[config.mk]
export PLATFORM = sky130hd
export DESIGN_NAME = mem_bus_arbiter
export DESIGN_NICKNAME = d
export VERILOG_FILES = /design/src/rtl/mem_bus_arbiter.sv
export SDC_FILE = /design/constraint.sdc
export NUM_CORES = 1
export LEC_CHECK = 0
export CORE_UTILIZATION = 39
export DETAILED_ROUTE_END_ITERATION = 12
export GPL_TIMING_DRIVEN = 0
export PLACE_DENSITY = 0.84
export SLEW_MARGIN = 0
export SYNTH_ARGS = -nofsm -noshare
export SYNTH_HDL_FRONTEND = slang
export SYNTH_SLANG_ARGS = --single-unit
[constraint.sdc]
create_clock -name clk -period 1.86 [get_ports clk]
set_input_delay 0.372 -clock clk [delete_from_list [all_inputs] [get_ports clk]]
set_output_delay 0.372 -clock clk [all_outputs]
set_load 0.05 [all_outputs]
[src/rtl/mem_bus_arbiter.sv]
// Shares one external memory bus between instruction fetch and load/store.
// Holds each returned word until the owning pipeline register consumes it.
module mem_bus_arbiter (
    input  logic        clk,
    input  logic        rst,
    input  logic [5:0]  stall,
    input  logic        flush,
    input  logic        if_ce,
    input  logic [31:0] if_addr,
    output logic [31:0] if_rdata,
    output logic        stallreq_if,
    input  logic        mem_ce,
    input  logic        mem_we,
    input  logic [31:0] mem_addr,
    input  logic [3:0]  mem_sel,
    input  logic [31:0] mem_wdata,
    output logic [31:0] mem_rdata,
    output logic        stallreq_mem,
    output logic        bus_cyc,
    output logic        bus_stb,
    output logic        bus_we,
    output logic [31:0] bus_addr,
    output logic [3:0]  bus_sel,
    output logic [31:0] bus_wdata,
    input  logic        bus_ack,
    input  logic [31:0] bus_rdata
);

    typedef enum logic [1:0] {
        IDLE    = 2'd0,
        IF_ACC  = 2'd1,
        MEM_ACC = 2'd2
    } state_t;

    state_t state_q;
    state_t state_d;

    logic if_done;
    logic mem_done;
    logic if_discard;

    logic start_mem;
    logic start_if;
    logic ack_mem;
    logic ack_if;
    logic if_keep;

    assign stallreq_if  = if_ce & ~if_done;
    assign stallreq_mem = mem_ce & ~mem_done;
    assign bus_stb      = bus_cyc;

    // A fetch word is only kept if no flush hit it while in flight.
    assign if_keep = ack_if & ~if_discard & ~flush;

    always_comb begin
        state_d   = state_q;
        start_mem = 1'b0;
        start_if  = 1'b0;
        ack_mem   = 1'b0;
        ack_if    = 1'b0;
        case (state_q)
            IDLE: begin
                if (mem_ce && !mem_done) begin
                    state_d   = MEM_ACC;
                    start_mem = 1'b1;
                end else if (if_ce && !if_done) begin
                    state_d  = IF_ACC;
                    start_if = 1'b1;
                end
            end
            MEM_ACC: begin
                if (bus_ack) begin
                    state_d = IDLE;
                    ack_mem = 1'b1;
                end
            end
            IF_ACC: begin
                if (bus_ack) begin
                    state_d = IDLE;
                    ack_if  = 1'b1;
                end
            end
            default: state_d = IDLE;
        endcase
    end

    always_ff @(posedge clk) begin
        if (rst) begin
            state_q    <= IDLE;
            bus_cyc    <= 1'b0;
            bus_we     <= 1'b0;
            bus_addr   <= 32'h0;
            bus_sel    <= 4'h0;
            bus_wdata  <= 32'h0;
            if_rdata   <= 32'h0;
            mem_rdata  <= 32'h0;
            if_done    <= 1'b0;
            mem_done   <= 1'b0;
            if_discard <= 1'b0;
        end else begin
            state_q <= state_d;

            if (start_mem) begin
                bus_cyc   <= 1'b1;
                bus_we    <= mem_we;
                bus_addr  <= mem_addr;
                bus_sel   <= mem_sel;
                bus_wdata <= mem_wdata;
            end else if (start_if) begin
                bus_cyc   <= 1'b1;
                bus_we    <= 1'b0;
                bus_addr  <= if_addr;
                bus_sel   <= 4'b1111;
                bus_wdata <= 32'h0;
            end else if (ack_mem || ack_if) begin
                bus_cyc <= 1'b0;
            end

            if (ack_mem) begin
                mem_rdata <= bus_rdata;
            end
            if (if_keep) begin
                if_rdata <= bus_rdata;
            end

            if (ack_mem) begin
                mem_done <= 1'b1;
            end else if (mem_done && !stall[4]) begin
                mem_done <= 1'b0;
            end

            if (if_keep) begin
                if_done <= 1'b1;
            end else if (if_done && (!stall[1] || flush)) begin
                if_done <= 1'b0;
            end

            // The bus cycle is never aborted; a flushed fetch is just dropped on ack.
            if (ack_if) begin
                if_discard <= 1'b0;
            end else if (state_q == IF_ACC && flush) begin
                if_discard <= 1'b1;
            end
        end
    end

endmodule

==> reports/results.tsv <==
metric	value	unit
status	finished, final reports clean	
Syn Std Cell Area	5260	um2
Final Cell Area	8680	um2
FMAX	0.553	GHz
register area share after synthesis	52.9	%
Synth area leader	dfxtp_1	
share of cells above drive strength 1	9.51	%
placed cell count	1038	
fillers	1163	
initial antenna violation count	0	
1st-iter DRT viols	193	
pwr dens	1030	nW/um2
# port buffers	277	
post-synthesis xor/xnor area fraction	0	%
final clock skew	0.00690	ns
CTS tree	built	
Tmin final	1.81	ns
CP Data Arrival Time	1.44	ns
CTS Sinks	139	
Worst-Margin Slew	0.557	ns
CP top delay family	buffers and inverters	
Worst Slack Setup Final	0.0503	ns
Top Ports	282	
Post-Place Worst Slack	-0.515	ns
global route overflow	0	
Peak VDD IR	0.789	mV
total power	8.94	mW
Layout area overhead	65.1	%
Core Region	13200	um2
DIE AREA	13900	um2
drt wl/cell	16.1	um
number of remaining DRC errors	0	
Post-synth top flop	dfxtp_1	
TritonRoute pass-1 iters	4	
row cnt	42	
detailed-route vias per instance	5.00	
CTS Buf Count	17	
Setup Crit Path Kind	primary input to output port	
placed cell area	8250	um2
Synth Area in Compound Gates	20.2	%
Initial Utilization	39.9	%
clk_lat worst skew	0.42	ns
vias in the first global route	5225	
syn avg cell area	8.99	um2
Data required, critical path	1.49	ns
Setup Viol. Count Final	0	
final non-filler cell total	1070	
Distinct cells, synth	33	
final slew viol count	0	
first-pass GRT wire length	26.7	mm
Worst Setup Start Kind	primary input	
Die X	118	um
cells after synthesis	585	
clk root buf	clkbuf_16	
largest fanout on the critical path	8	
Synth Area in Simple Gates	17.0	%
setup repair bufs after CTS	0	
Die Height	118	um
crit-path cells	clkdlybuf4s50_1 > nand2b_4 > buf_6 > inv_4 > buf_2	
Clock Path Buffers	2	
htree depth	4	
Syn Nets	733	
Tcrit/Tclk final	97.3	%
pin count of the biggest net entering global routing	17	
top cells by count, synth	nand2_1 (165), dfxtp_1 (139), a21oi_1 (70), inv_1 (34), nand3_1 (34)	
Slowest-stage cell, CP	clkdlybuf4s50_1	
Fin. Hold Viols	0	
Layout Utilization	65.8	%
FF+latch count, synth	139	
post-synth top area share	52.9	%
post-cts hold buffer count	0	
Detail Route Antenna Nets	0	
Max Cap Viol	0	
Routed WL	17.3	mm
Post-synth EDFFs	0	
Tot GR Track Use	24.4	%
LEAKAGE	3.73	nW
RSZ-0062 raised after global routing	no	
largest family of logic cells by synthesized area	compound AO/OA/AOI/OAI gates	
diodes inserted	0	
Reg clk slew, reported paths	0.06	ns
post-synthesis adder-cell area fraction	0.714	%
via count	5345	
Synth area leaders	dfxtp_1 (53%), nand2_1 (12%), a21oi_1 (6.7%), a32o_1 (6.3%), o311ai_1 (3.3%)	
Ys Warns	0	
Hold Path Class	flip-flop to flip-flop	
Slew HR	63.0	%
dpl hpwl	12.8	mm
Max stage delay on crit path	0.52	ns
asr flop ratio synth	0	%
post_cts resized	145	
CP bufs+invs	4	
most frequent cell after synthesis	nand2_1	
fin nets	1029	
CP Capture Type	output port	
GP Congestion	0.806	
multiplexer area fraction after synthesis	0	%
[area by class of cell]
type | instances | area (um2) | area share (%)
Inverter | 37 | 141 | 1.63
Sequential cell | 139 | 2780 | 32.1
Tap cell | 176 | 220 | 2.54
Clock buffer | 18 | 439 | 5.06
Timing Repair Buffer | 277 | 2590 | 29.9
Buffer | 52 | 347 | 3.99
Multi-Input combinational cell | 357 | 1990 | 22.9
Clock inverter | 14 | 163 | 1.87
[final timing paths]
kind / startpoint / endpoint / slack [ns] / cells past startpoint
setup / recovery: mem_ce / stallreq_mem / 0.05 / 5
hold reg to reg: mem_rdata[11] / mem_rdata[11] / 0.45 / 2
hold / removal: mem_rdata[11] / mem_rdata[11] / 0.45 / 2
setup reg to reg: state_q[0] / bus_addr[1] / 0.15 / 8
[cell usage in the layout (no fill, tap or decap), drive strengths merged, types with 3 or more instances in the layout]
master,Yosys,layout
inv,37,41
ha,3,3
and4bb,3,3
a32o,33,33
buf,39,41
nand2b,3,3
o311ai,32,32
clkinv,0,4
a21oi,70,70
nand2,165,165
clkdlybuf4s50,0,140
clkinvlp,0,4
clkbuf,13,31
nand3,34,34
dfxtp,139,139
dlygate4sd2,0,135
o221a,4,4
[report_power, final]
| group | switching (mW) | total, mW | internal [mW] |
|---|---|---|---|
| Combinational | 1.43 | 2.20 | 0.775 |
| Clock | 1.38 | 3.42 | 2.04 |
| Sequential | 0.112 | 3.32 | 3.21 |
| Total | 2.91 | 8.94 | 6.02 |
[metrics by stage]
step | TNS [ns] | hold WS, ns
after detailed placement | -14.21 | 0.445
after global routing | 0 | 0.464
after global placement | -12.45 | 0.441
after CTS | 0 | 0.451
after floorplan | 0 | 0.445
final | 0 | 0.450
[per-layer routing]
layer	wire (um)	track usage, %
met4	289	7.77
met1	6980	26.4
met5	0	0
met3	1540	9.64
met2	8450	43.4
[cell families after synthesis]
| kind of cell | count (synthesis) |
|---|---|
| and+or+nand+nor | 210 |
| AOI/OAI and AO/OA | 144 |
| DFF | 139 |
| buffers and inverters | 89 |
| adders and majority gates | 3 |
[registers in the layout, summed over array words and instances, names as in the netlist]
register    count
state_q         2
mem_done        1
bus_addr       32
bus_cyc         1
if_discard      1
if_done         1
if_rdata       32
bus_we          1
mem_rdata      32
bus_wdata      32
bus_sel         4
[worst register-to-register path, cell delays in order (launching register included)]
cell and delay, ns:
dfxtp_1 0.36, inv_1 0.07, ha_1 0.18, buf_2 0.17, and4bb_2 0.24, buf_2 0.18, buf_6 0.16, nand3_1 0.07
o311ai_0 0.14
(Power assumes the default switching activity.)
